`src/rtl/fetch_unit.sv`:
```
// Instruction fetch stage: owns the PC, runs the imem req/ack handshake and
// writes {pc, inst} pairs into the IF/ID register, honouring stall and redirect.
module fetch_unit #(
  parameter int              XLEN     = 32,
  parameter logic [XLEN-1:0] RESET_PC = '0,
  parameter logic [31:0]     NOP_INST = 32'h0000_0013
) (
  input  logic            clk,
  input  logic            rst,
  input  logic            stall,
  input  logic            redirect,
  input  logic [XLEN-1:0] redirect_pc,
  output logic            imem_req,
  output logic [XLEN-1:0] imem_addr,
  input  logic            imem_ack,
  input  logic [31:0]     imem_rdata,
  output logic [XLEN-1:0] pc_o,
  output logic [31:0]     inst_o,
  output logic            valid_o,
  output logic            flush_o
);

  typedef enum logic [1:0] {
    IDLE,
    FETCH,
    HOLD,
    DRAIN
  } state_e;

  localparam logic [XLEN-1:0] PC_STEP = XLEN'(4);

  state_e          state_q, state_d;
  logic [XLEN-1:0] pc_q, pc_d;
  logic [XLEN-1:0] tgt_q, tgt_d;
  logic [31:0]     buf_q, buf_d;
  logic [XLEN-1:0] pc_out_q, pc_out_d;
  logic [31:0]     inst_q, inst_d;
  logic            valid_q, valid_d;
  logic            flush_q, flush_d;

  logic [XLEN-1:0] redirect_tgt;
  assign redirect_tgt = {redirect_pc[XLEN-1:2], 2'b00};

  // In DRAIN pc_q still holds the abandoned request address; the redirect
  // target waits in tgt_q so imem_addr stays stable until the late ack.
  assign imem_req  = (state_q == FETCH) || (state_q == DRAIN);
  assign imem_addr = pc_q;

  assign pc_o    = pc_out_q;
  assign inst_o  = inst_q;
  assign valid_o = valid_q;
  assign flush_o = flush_q;

  always_comb begin
    // NOTE: every next-state variable gets a default first so no path through
    // the case statement leaves one unassigned and infers a latch.
    state_d  = state_q;
    pc_d     = pc_q;
    tgt_d    = tgt_q;
    buf_d    = buf_q;
    pc_out_d = pc_out_q;
    inst_d   = inst_q;
    valid_d  = 1'b0;
    flush_d  = 1'b0;

    if (redirect) begin
      flush_d = 1'b1;
      inst_d  = NOP_INST;
    end

    unique case (state_q)
      IDLE: begin
        state_d = FETCH;
        if (redirect) pc_d = redirect_tgt;
      end

      FETCH: begin
        if (redirect) begin
          if (imem_ack) begin
            pc_d = redirect_tgt;
          end else begin
            tgt_d   = redirect_tgt;
            state_d = DRAIN;
          end
        end else if (imem_ack) begin
          if (stall) begin
            buf_d   = imem_rdata;
            state_d = HOLD;
          end else begin
            pc_out_d = pc_q;
            inst_d   = imem_rdata;
            valid_d  = 1'b1;
            pc_d     = pc_q + PC_STEP;
          end
        end
      end

      HOLD: begin
        if (redirect) begin
          pc_d    = redirect_tgt;
          state_d = FETCH;
        end else if (!stall) begin
          pc_out_d = pc_q;
          inst_d   = buf_q;
          valid_d  = 1'b1;
          pc_d     = pc_q + PC_STEP;
          state_d  = FETCH;
        end
      end

      DRAIN: begin
        // An ack in the same cycle as a fresh redirect still retires the old
        // request, so there is nothing left to drain.
        if (redirect) begin
          if (imem_ack) begin
            pc_d    = redirect_tgt;
            state_d = FETCH;
          end else begin
            tgt_d = redirect_tgt;
          end
        end else if (imem_ack) begin
          pc_d    = tgt_q;
          state_d = FETCH;
        end
      end

      default: state_d = IDLE;
    endcase
  end

  // NOTE: sequential state uses non-blocking assignments so every flop samples
  // the pre-edge values, independent of statement order.
  always_ff @(posedge clk) begin
    if (rst) begin
      state_q  <= IDLE;
      pc_q     <= RESET_PC;
      pc_out_q <= '0;
      inst_q   <= NOP_INST;
      valid_q  <= 1'b0;
      flush_q  <= 1'b0;
    end else begin
      state_q  <= state_d;
      pc_q     <= pc_d;
      pc_out_q <= pc_out_d;
      inst_q   <= inst_d;
      valid_q  <= valid_d;
      flush_q  <= flush_d;
    end
  end

  // NOTE: the buffered instruction and drain target are pure data, only read
  // in states that first write them, so they carry no reset.
  always_ff @(posedge clk) begin
    tgt_q <= tgt_d;
    buf_q <= buf_d;
  end

endmodule

```
`config.mk`:
```
export PLATFORM = sky130hd
export DESIGN_NAME = fetch_unit
export DESIGN_NICKNAME = d
export VERILOG_FILES = /design/src/rtl/fetch_unit.sv
export SDC_FILE = /design/constraint.sdc
export NUM_CORES = 1
export LEC_CHECK = 0
export CAP_MARGIN = 20
export CORE_ASPECT_RATIO = 0.9
export CORE_MARGIN = 1.5
export CORE_UTILIZATION = 42
export CTS_CLUSTER_SIZE = 14
export DETAILED_ROUTE_END_ITERATION = 10
export PLACE_DENSITY_LB_ADDON = 0.1
export RECOVER_POWER = 100
export SYNTH_ARGS = -nofsm -noshare
export SYNTH_HDL_FRONTEND = slang
export SYNTH_SLANG_ARGS = --single-unit
```
`constraint.sdc`:
```
create_clock -name clk -period 7.1 [get_ports clk]
set_clock_uncertainty 0.1 [all_clocks]
set_input_delay 1.42 -clock clk [delete_from_list [all_inputs] [get_ports clk]]
set_output_delay 1.42 -clock clk [all_outputs]
set_load 0.02 [all_outputs]
```
# == After elaboration in Yosys (flattened, before gate mapping) ==
# Cells that the tools add are included.
# classes
mux,35
n_bitwise,2
add_sub_neg,1
n_reduce_logical,9
eq_ne,13
# op_table
cell,n
32-bit two-way mux,18
32-bit case mux with 2 select lines,2
32-bit case mux with 4 select lines,1
32-bit by 3-bit adder with 32-bit output (second input constant),1
3-bit != test (second input constant),5
2-bit two-way mux,7
2-bit != test (second input constant),5
2-bit case mux with 4 select lines,1
4-bit AND reduction,2
3-bit AND reduction,2
1-bit two-way mux,5
5-bit AND reduction,1
2-bit == test (second input constant),2
2-bit by 1-bit == test with 1-bit output (second input constant),1
2-bit zero test,1
1-bit inverter,2
1-bit case mux with 2 select lines,1
2-bit nonzero test,1
2-bit OR reduction,1
1-bit logical OR,1
# word_totals
inputBits,69
reg_bits,162
word_cells,68
out_inout_bits,99

# == Depth between registers and ports, before layout ==
# Gate-level depths: netlist (run 1).
# logic_depth
depth_word,5
mapped_depth,11
depth_no_buf,9

# == Worst setup path before layout (run 1) ==
# No wires, ideal clock.
# synth_path
path_type,input to register
startpoint,input port redirect
endpoint,register pc_q[8] (netlist: imem_addr[8])
n_path_buf,1
path_slack_ns,3.162
cell_stages,7
setup_ns,0.092
required_time_ns,6.908
arrival_ns,3.746
cell_sequence,buf_2 nand2b_1 nor2_1 a221oi_1 nand2_1 a21oi_1 nor4_1
# synth_between
elab_chain_len,2
elab_cells_between_ends,8
cone_classes,eq/ne: 3; mux: 4; reduce/logical: 1
# synth_rtl
element,line,rtl
start: declaration,11,"input logic redirect,"
32-bit two-way mux (tied with other cells),114,if (redirect) begin
32-bit case mux with 4 select lines or 3-bit AND reduction (tied branches),n/a,
end signal: assignment,143,pc_q <= pc_d;
end: declaration,33,"logic [XLEN-1:0] pc_q, pc_d;"
# Several ways; a longest one is shown, not always the timed one.
# A chain may end at the register's enable or synchronous reset.

# == Final worst setup path (run 1) ==
# layout_path
startpoint,input port redirect
endpoint,register pc_q[26] (netlist: imem_addr[26])
# The elaborated chain is that of the path after synthesis.

==> metrics.csv, run 1 <==
stage,metric,value,unit
die,core,18300,sq um
die,ios,168,
grt,grt_first_pass_wirelength,37700,um
grt,grt_max_degree,49,
worst_setup_path,rr_worst_depth,6,
worst_setup_path,crit_fanout,44,
placed_design,port_buffers,165,
placed_design,gp_congestion,0.884,
worst_hold_path,hp-class,reg2reg,
logic_synthesis,ys_ff_latch,162,
grt,grt-ovfl-total,0,
logic_synthesis,ys_dominant_reg_cell,dfxtp_1,
clock_network,clk_path_buf_depth,2,
timing,hold_viol_final,0,
placed_design,dp.final_hpwl,15000,um
clock_network,path_clk_slew,0.06,ns
worst_setup_path,critPathKind,in2reg,
timing,slew_headroom,-33.8,%
logic_synthesis,synthTopCellsByArea,"dfxtp_1 (26%), edfxtp_1 (24%), mux2i_1 (5.8%), nand2_1 (4.6%), o21ai_0 (3.6%)",
worst_setup_path,cp-endpoint,imem_addr[26],
routing,drt_wl_total,24000,um
worst_setup_path,r2r_setup_slack,3.88,ns
clock_network,hold_buffers,0,
die,fp.dieH,133,um
clock_network,cts_tree,built,
routing,num_vias,7059,
final_layout,diodes,0,
final_layout,synthToLayoutAreaGrowth,30.2,%
routing,postRouteAntennaNets,0,
pwr,power_density,253,nW/um^2
grt,busiest_layer,met2,
routing,viasPerCell,5.79,
clock_network,h-tree-depth,4,
clock_network,clk_latency,0.43,ns
worst_setup_path,reg2reg_from,state_q[1],
timing,finalCritPeriodShare,72.5,%
timing,finalSetupViolCount,0,
timing,tns,0,ns
routing,drc_errors,0,
logic_synthesis,synth_top_area_cell,dfxtp_1,
grt,gr-usage-met1,35.5,%
timing,rsz0062_at_grt,false,
clock_network,cts_made_buffers,17,
timing,period_minus_slack,5.15,ns
run,drv_cap,2,
final_layout,n_fill_cell,1678,
clock_network,cts.sinks,162,
pwr,max-vdd-ir-drop,0.179,mV
routing,wl_per_cell,19.7,um
grt,grtUsageMet2,37.4,%
routing,drt_pass1_iterations,5,
worst_setup_path,crit_required,7.36,ns
timing,worst_pin_slew,2.01,ns
logic_synthesis,yosysWarnings,0,
grt,grt_pass1_vias,6638,
timing,finalWorstSetupSlack,1.95,ns
logic_synthesis,synth_edf_count,62,
worst_setup_path,cp.arrival,5.41,ns
die,dieArea,19500,sq um
clock_network,cts_resized,0,
worst_setup_path,critPathLaunch,redirect,
pwr,leakage,3.98,nW
die,fp-row-count,47,
routing,drtIter0Drc,558,
grt,use_met3,5.48,%
timing,final_max_slew_viol_count,78,
final_layout,layout-drive-gt1-share,6.97,%
final_layout,final_nets,1037,
logic_synthesis,syn_avg_cell_area,9.50,sq um
worst_setup_path,endpoint_kind,flip-flop,
logic_synthesis,syn_nets,899,
logic_synthesis,yosysSeqAreaShare,49.3,%
clock_network,post-cts-setup-buffers,0,
die,initial_core_util,42.7,%
clock_network,cts_root_buf,clkbuf_16,
grt,globalRouteTotalUtil,24.7,%
logic_synthesis,syn_area,7830,sq um
logic_synthesis,yosysUniqueCellTypes,63,
logic_synthesis,synth_top_area_share,25.6,%
logic_synthesis,syn_inst,824,
placed_design,place_ws,2.41,ns
grt,grt_antenna_before_repair,1,
outcome,failed_checks,"max-capacitance violations, max-slew violations",
worst_setup_path,reg2reg_to,buf_q[10],
worst_setup_path,worstSetupStartpointType,primary input,
outcome,status,finished with violations,
timing,max_freq,194,MHz
die,dieWidth,147,um
logic_synthesis,async_flop_share,0,%
==> power breakdown <==
part	leakage, nW	internal, mW	switching, mW
registers	1.38	1.03	0.0874
clock network	0.271	0.474	0.408
logic	2.33	0.238	0.347
total	3.98	1.74	0.842
==> cells in the mapped netlist, types with 3 or more instances <==
library cell  count
a221o_1           6
nor2_1           69
edfxtp_1         62
o2bb2ai_1         4
a21o_1            5
a21oi_1          32
mux2_2            9
nand4_1           6
nor3_1           18
nand2b_1          3
o22ai_1           3
nand3_1          17
a22o_1           10
a211o_1           4
clkbuf_1         32
buf_2            27
a311oi_1          7
dfxtp_1         100
a32o_1            3
o21ai_0          56
inv_1            11
or3_1            15
a31oi_1          10
a22oi_1          34
a221oi_1          4
nand2_1          95
o211ai_1         23
mux2i_1          45
o21ai_1          28
a211oi_1          8
and2_1            5
xor2_1            6
and3_1           13
xnor2_1           7
o21bai_1          5
ha_1              6
buf_4             4
==> sequential cells by signal (all words and copies together), names as in the netlist <==
| name | count |
|---|---|
| state_q | 2 |
| flush_o | 1 |
| tgt_q | 30 |
| buf_q | 32 |
| valid_o | 1 |
| imem_addr | 32 |
| pc_o | 32 |
| inst_o | 32 |
==> cells in the final DEF (no fill, tap or decap), drive strengths merged, types with 10 or more instances in the layout <==
| master | Yosys | layout |
|---|---|---|
| a21oi | 32 | 32 |
| a22o | 10 | 10 |
| a22oi | 34 | 34 |
| a31oi | 10 | 10 |
| and3 | 13 | 13 |
| buf | 33 | 16 |
| clkbuf | 32 | 24 |
| dfxtp | 100 | 100 |
| dlygate4sd3 | 0 | 162 |
| edfxtp | 62 | 62 |
| inv | 12 | 16 |
| mux2i | 45 | 45 |
| nand2 | 95 | 95 |
| nand3 | 18 | 18 |
| nor2 | 69 | 69 |
| nor3 | 19 | 19 |
| o211ai | 23 | 23 |
| o21ai | 85 | 85 |
| or3 | 15 | 15 |
==> layer usage <==
metal | part of all wire [%] | wire length (um)
met5 | 0.042 | 10
met4 | 1.0 | 242
met3 | 6.9 | 1650
met2 | 45 | 10800
met1 | 47 | 11300
==> how the worst min path moves through the flow <==
stage / startpoint / to / slack [ns] / cells after the start
6_report: inst_o[28] / inst_o[28] / 0.35 / 2
5_1_grt: inst_o[6] / inst_o[6] / 0.38 / 2
4_1_cts: inst_o[7] / inst_o[7] / 0.35 / 2
3_5_place_dp: inst_o[28] / inst_o[28] / 0.34 / 2
3_3_place_gp: inst_o[25] / inst_o[25] / 0.34 / 2
2_1_floorplan: buf_q[29] / inst_o[29] / 0.39 / 2
==> stage by stage <==
stage               utilization [%]  cells  power, mW  hold WS, ns  cell area, sq um
global route                   55.6   1220       2.69        0.378             10200
global placement               52.5   1186       1.73        0.337              9630
floorplan                         -    824       1.48        0.387              7830
CTS                            55.5   1218       2.61        0.353             10200
finish                         55.6   1220       2.58        0.346             10200
detailed placement             52.5   1186       1.73        0.343              9630
==> layout make-up <==
cell class / count / area, sq um / share of cell area (%)
repair buffers: 184 / 1790 / 17.5
multi-input cells: 585 / 3640 / 35.7
inverters: 12 / 45.0 / 0.442
well taps: 245 / 307 / 3.01
clock buffers: 19 / 454 / 4.45
clock inverters: 13 / 103 / 1.01
flip-flops and latches: 162 / 3860 / 37.9
==> logic make-up (layout without fill, tap and decap cells) <==
kind of cell,after synthesis,after routing,share of synthesized area (%)
mux,54,54,7.05
xor+xnor,13,13,1.45
buf+inv,77,228,4.31
fa+ha+maj,6,6,0.959
simple gates,255,255,15.1
flops,162,162,49.3
compound gates,257,257,21.8
==> worst max-delay path, cell delays in order <==
cell	delay (ns)
clkbuf_1	1.41
inv_2	0.82
o21ai_4	0.51
nand2_1	0.51
a211o_1	0.44
o21bai_1	0.15
o2bb2ai_1	0.13
Note: power is estimated with default switching activity, not from simulation.
==> run 2, diff against run 1 <==
- clock period: 7.1 -> 5 ns (I/O delays scaled with it)
==> metrics.csv, run 2 (synthesis gave the netlist of run 1 again) <==
stage,metric,value,unit,change
outcome,status,finished with violations,,
outcome,failed_checks,"max-capacitance violations, max-slew violations",,
worst_setup_path,worstSetupStartpointType,primary input,,
final_layout,n_fill_cell,1690,,+0.72%
placed_design,port_buffers,165,,unchanged
worst_setup_path,critPathMaxStageDelay,1.18,ns,-0.23 ns
pwr,leakage,4.04,nW,+1.5%
die,core,18300,sq um,unchanged
clock_network,clk_path_buf_depth,2,,unchanged
placed_design,placed_cells,1194,,+0.67%
placed_design,dp.final_hpwl,15400,um,+2.5%
pwr,power_density,365,nW/um^2,+44%
worst_setup_path,path_cells,clkdlybuf4s50_1 -> clkbuf_1 -> buf_4 -> nand2b_1 -> nor2_1 -> a221oi_1 -> nand2_1 -> a21oi_1 -> nor4_1,,
grt,grt_pass1_vias,6622,,-0.24%
placed_design,place_ws,1.49,ns,-0.918 ns
final_layout,stdcell_count,1227,,+0.57%
die,dieWidth,147,um,unchanged
timing,worst_pin_slew,1.71,ns,-0.298 ns
final_layout,seq_area,3860,sq um,unchanged
worst_setup_path,endpoint_kind,flip-flop,,
final_layout,synthToLayoutAreaGrowth,31.2,%,
routing,drc_errors,0,,unchanged
routing,drt_wl_total,24000,um,about the same
final_layout,diodes,0,,unchanged
worst_hold_path,min_from,inst_o[7],,
final_layout,final_common_cell,dlygate4sd3_1,,
clock_network,cts.sinks,162,,unchanged
grt,grt_antenna_before_repair,1,,unchanged
die,fp-row-count,47,,unchanged
clock_network,hold_buffers,0,,unchanged
clock_network,cts_resized,0,,unchanged
worst_setup_path,crit_fanout,20,,-55%
clock_network,cts_made_buffers,17,,unchanged
worst_setup_path,critPathKind,in2reg,,
worst_setup_path,reg2reg_from,state_q[0],,
worst_setup_path,rr_worst_depth,9,,+3
placed_design,gp_congestion,0.831,,-6.0%
timing,finalWorstSetupSlack,0.895,ns,-1.05 ns
final_layout,mostFrequentLayoutCells,"dlygate4sd3_1 (161), dfxtp_1 (100), nand2_1 (95), o21ai_0 (81), nor2_1 (68)",,
clock_network,h-tree-depth,4,,unchanged
worst_setup_path,r2r_setup_slack,1.47,ns,-2.41 ns
clock_network,cts_tree,built,,
routing,drtIter0Drc,578,,+3.6%
worst_hold_path,whs_path_depth,2,,unchanged
grt,grt-ovfl-total,0,,unchanged
timing,rsz0062_at_grt,false,,
timing,period_minus_slack,4.11,ns,
grt,globalRouteTotalUtil,24.7,%,about the same
clock_network,path_clk_slew,0.07,ns,about the same
clock_network,clk_latency,0.42,ns,about the same
grt,grt_first_pass_wirelength,37700,um,+0.11%
run,drv_cap,3,,+1
timing,whs,0.346,ns,-0.000447 ns
die,fp.dieH,133,um,unchanged
timing,max_freq,244,MHz,
routing,viasPerCell,5.83,,+0.71%
routing,num_vias,7150,,+1.3%
die,initial_core_util,42.7,%,unchanged
worst_setup_path,critPathLaunch,imem_ack,,
timing,slew_headroom,-13.9,%,+20 points
timing,hold_viol_final,0,,unchanged
die,dieArea,19500,sq um,unchanged
routing,postRouteAntennaNets,0,,unchanged
worst_setup_path,cp_slowest_cell,nor2_1,,
grt,grt_max_degree,48,,-2.0%
final_layout,multi_input_area,3640,sq um,unchanged
final_layout,final_nets,1044,,+0.68%
timing,finalSetupViolCount,0,,unchanged
timing,finalCritPeriodShare,82.1,%,
timing,final_max_slew_viol_count,79,,+1.3%
routing,drt_pass1_iterations,5,,unchanged
worst_setup_path,reg2reg_to,pc_o[0],,
clock_network,cts_root_buf,clkbuf_16,,
timing,tns,0,ns,unchanged
worst_hold_path,holdPathEnd,inst_o[7],,
die,ios,168,,unchanged
routing,wl_per_cell,19.6,um,-0.65%
worst_hold_path,hp-class,reg2reg,,
worst_setup_path,cp.arrival,4.33,ns,-1.08 ns
clock_network,post-cts-setup-buffers,0,,unchanged
pwr,max-vdd-ir-drop,0.248,mV,+39%
final_layout,layout-drive-gt1-share,7.43,%,+0.46 points
worst_setup_path,crit_required,5.23,ns,-2.13 ns
run 2: cell types whose count changed in the layout (fill, tap and decap cells not counted), sizes merged:
cell	previous run	this run
buf	16	21
bufinv	0	2
clkbuf	24	26
clkdlybuf4s50	1	2
clkinv	7	6
clkinvlp	2	1
dlygate4sd3	162	161
run 2: worst max path at each step:
| stage | to | slack (ns) |
|---|---|---|
| after global routing | imem_addr[30] | 0.81 |
| after CTS | imem_req | 1.65 |
| after global placement | imem_addr[31] | 1.50 |
| final | imem_addr[8] | 0.89 |
| after floorplan | imem_addr[8] | 1.48 |
| after detailed placement | imem_addr[31] | 1.49 |
run 2: critical path, delay by kind of cell:
| kind | cells | cell delay [ns] |
|---|---|---|
| AO/OA/AOI/OAI | 2 | 0.31 |
| AND/OR/NAND/NOR | 4 | 1.81 |
| buffers and inverters | 3 | 1.22 |
run 2: layer usage:
layer  track usage [%]  vias to the layer above  wire length [um]
met5                 0                        -                10
met4              6.67                        2               241
met3              4.48                       24              1780
met2              38.6                      282             11000
met1              35.2                     3489             11000
li1                  -                     3353                 -
run 2: per-stage QoR:
| stage | util, % | area (sq um) | power, mW |
|---|---|---|---|
| after floorplan | - | 7830 | 2.10 |
| after global placement | 52.8 | 9690 | 2.47 |
| after detailed placement | 52.8 | 9690 | 2.47 |
| after CTS | 56.1 | 10300 | 3.81 |
| after global routing | 56.0 | 10300 | 3.91 |
| final | 56.0 | 10300 | 3.75 |
run 2: area by class of cell:
class,instances,share of cell area [%]
sequential,162,37.6
multi-input combinational,585,35.4
timing repair buffer,191,17.8
clock buffer,19,4.31
tap,245,2.98
clock inverter,13,1.46
inverter,12,0.438
run 2: power breakdown:
part	leakage, nW	switching (mW)	internal, mW	total [mW]
sequential	1.38	0.117	1.46	1.58
combinational	2.37	0.503	0.345	0.848
clock	0.290	0.570	0.759	1.33
total	4.04	1.19	2.56	3.75
==> run 3, diff against run 2 <==
- clock period: 5 -> 3.4 ns (I/O delays scaled with it)
==> metrics.csv, run 3 (synthesis gave the netlist of run 1 again) <==
stage,metric,value,unit,change
outcome,status,"complete, no violations",,
worst_setup_path,rr_worst_depth,9,,unchanged
worst_setup_path,crit_fanout,25,,+25%
worst_setup_path,critPathKind,in2reg,,
clock_network,hold_buffers,0,,unchanged
timing,worst_pin_slew,1.16,ns,-0.548 ns
placed_design,dp.final_hpwl,15900,um,+3.6%
die,dieArea,19500,sq um,unchanged
routing,viasPerCell,5.70,,-2.3%
routing,drt_pass1_iterations,5,,unchanged
worst_setup_path,reg2reg_from,state_q[1],,
clock_network,post-cts-setup-buffers,0,,unchanged
pwr,leakage,4.09,nW,+1.4%
final_layout,layout-drive-gt1-share,9.13,%,+1.7 points
routing,drtIter0Drc,491,,-15%
die,core,18300,sq um,unchanged
routing,wl_per_cell,19.4,um,-0.76%
final_layout,final_common_cell,dlygate4sd3_1,,
pwr,power_density,534,nW/um^2,+46%
worst_setup_path,endpoint_kind,flip-flop,,
die,fp.dieH,133,um,unchanged
timing,hold_viol_final,0,,unchanged
worst_setup_path,cp.arrival,3.30,ns,-1.03 ns
clock_network,cts.sinks,162,,unchanged
clock_network,clk_path_buf_depth,2,,unchanged
clock_network,cts_tree,built,,
clock_network,h-tree-depth,4,,unchanged
grt,globalRouteTotalUtil,24.7,%,about the same
grt,grt_first_pass_wirelength,37500,um,-0.57%
placed_design,place_ws,0.226,ns,-1.27 ns
worst_setup_path,crit_required,3.68,ns,-1.55 ns
final_layout,multi_input_area,3630,sq um,-0.10%
worst_setup_path,r2r_setup_slack,0.53,ns,-0.94 ns
final_layout,mostFrequentLayoutCells,"dlygate4sd3_1 (162), dfxtp_1 (100), nand2_1 (95), o21ai_0 (84), nor2_1 (67)",,
final_layout,seq_area,3860,sq um,unchanged
timing,finalSetupViolCount,0,,unchanged
routing,drt_wl_total,24100,um,+0.45%
timing,tns,0,ns,unchanged
clock_network,path_clk_slew,0.07,ns,about the same
placed_design,gp_congestion,0.856,,+3.0%
die,fp-row-count,47,,unchanged
routing,postRouteAntennaNets,0,,unchanged
timing,whs,0.347,ns,+0.00113 ns
worst_hold_path,min_from,inst_o[6],,
grt,grt_max_degree,48,,unchanged
clock_network,cts_made_buffers,17,,unchanged
final_layout,final_nets,1059,,+1.4%
timing,rsz0062_at_grt,false,,
worst_setup_path,reg2reg_to,imem_addr[8],,
worst_hold_path,holdPathEnd,inst_o[6],,
clock_network,cts_resized,0,,unchanged
grt,grt-ovfl-total,0,,unchanged
run,drv_cap,0,,-3
final_layout,n_fill_cell,1677,,-0.77%
clock_network,clk_latency,0.43,ns,about the same
routing,num_vias,7074,,-1.1%
timing,finalCritPeriodShare,88.9,%,
grt,grt_antenna_before_repair,1,,unchanged
routing,drc_errors,0,,unchanged
final_layout,synthToLayoutAreaGrowth,32.6,%,
final_layout,finalCoreUtilization,56.6,%,+0.58 points
worst_setup_path,worstSetupStartpointType,primary input,,
final_layout,diodes,0,,unchanged
die,dieWidth,147,um,unchanged
clock_network,cts_root_buf,clkbuf_16,,
timing,max_freq,331,MHz,
timing,final_max_slew_viol_count,0,,-100%
die,ios,168,,unchanged
timing,finalWorstSetupSlack,0.378,ns,-0.517 ns
worst_hold_path,whs_path_depth,2,,unchanged
timing,period_minus_slack,3.02,ns,
placed_design,port_buffers,165,,unchanged
pwr,max-vdd-ir-drop,0.374,mV,+51%
die,initial_core_util,42.7,%,unchanged
timing,slew_headroom,22.6,%,+37 points
grt,grt_pass1_vias,6630,,+0.12%
worst_hold_path,hp-class,reg2reg,,
-- run 3: changes by cell type in the layout (fill, tap and decap cells not counted), sizes merged --
cell | previous run | this run
buf | 21 | 35
bufinv | 2 | 1
clkbuf | 26 | 25
clkdlybuf4s50 | 2 | 1
clkinv | 6 | 1
clkinvlp | 1 | 3
dlygate4sd3 | 161 | 162
inv | 16 | 22
-- run 3: where the power goes --
part           internal [mW]  leakage [nW]  switching [mW]
Sequential              2.14          1.38           0.155
Clock                   1.05         0.283           0.910
Combinational          0.530          2.43           0.762
-- run 3: layout make-up --
type	instances	area share (%)
clock buffer	17	4.10
multi-input combinational	585	35.0
timing repair buffer	206	18.7
inverter	12	0.434
sequential	162	37.2
tap	245	2.95
clock inverter	15	1.58
-- run 3: routing by layer --
layer | wire [um] | GRT usage [%] | vias up
li1 | - | - | 3373
met1 | 11400 | 35.1 | 3411
met2 | 10900 | 38.0 | 262
met3 | 1540 | 5.31 | 26
met4 | 301 | 6.72 | 2
met5 | 10 | 0 | -
-- run 3: how the worst max path moves through the flow --
stage	startpoint	to	cells past startpoint
2_1_floorplan	redirect	imem_addr[8]	7
3_3_place_gp	imem_ack	imem_addr[30]	8
3_5_place_dp	stall	inst_o[11]	7
4_1_cts	state_q[1]	imem_req	5
5_1_grt	redirect	imem_addr[30]	7
6_report	redirect	imem_addr[30]	7
-- run 3: critical path, cell delays in order --
cell and delay (ns):
clkbuf_1 0.83, inv_2 0.42, o21ai_0 0.23, nand2_1 0.39
a311o_1 0.42, a31oi_1 0.17, o22a_1 0.15
-- run 3: metrics by stage --
| step | std cells | instance area, sq um | total power [mW] |
|---|---|---|---|
| after global placement | 1209 | 9820 | 3.67 |
| after detailed placement | 1209 | 9820 | 3.68 |
| after floorplan | 824 | 7830 | 3.08 |
| after global routing | 1242 | 10400 | 5.78 |
| final | 1242 | 10400 | 5.55 |
| after CTS | 1241 | 10400 | 5.64 |
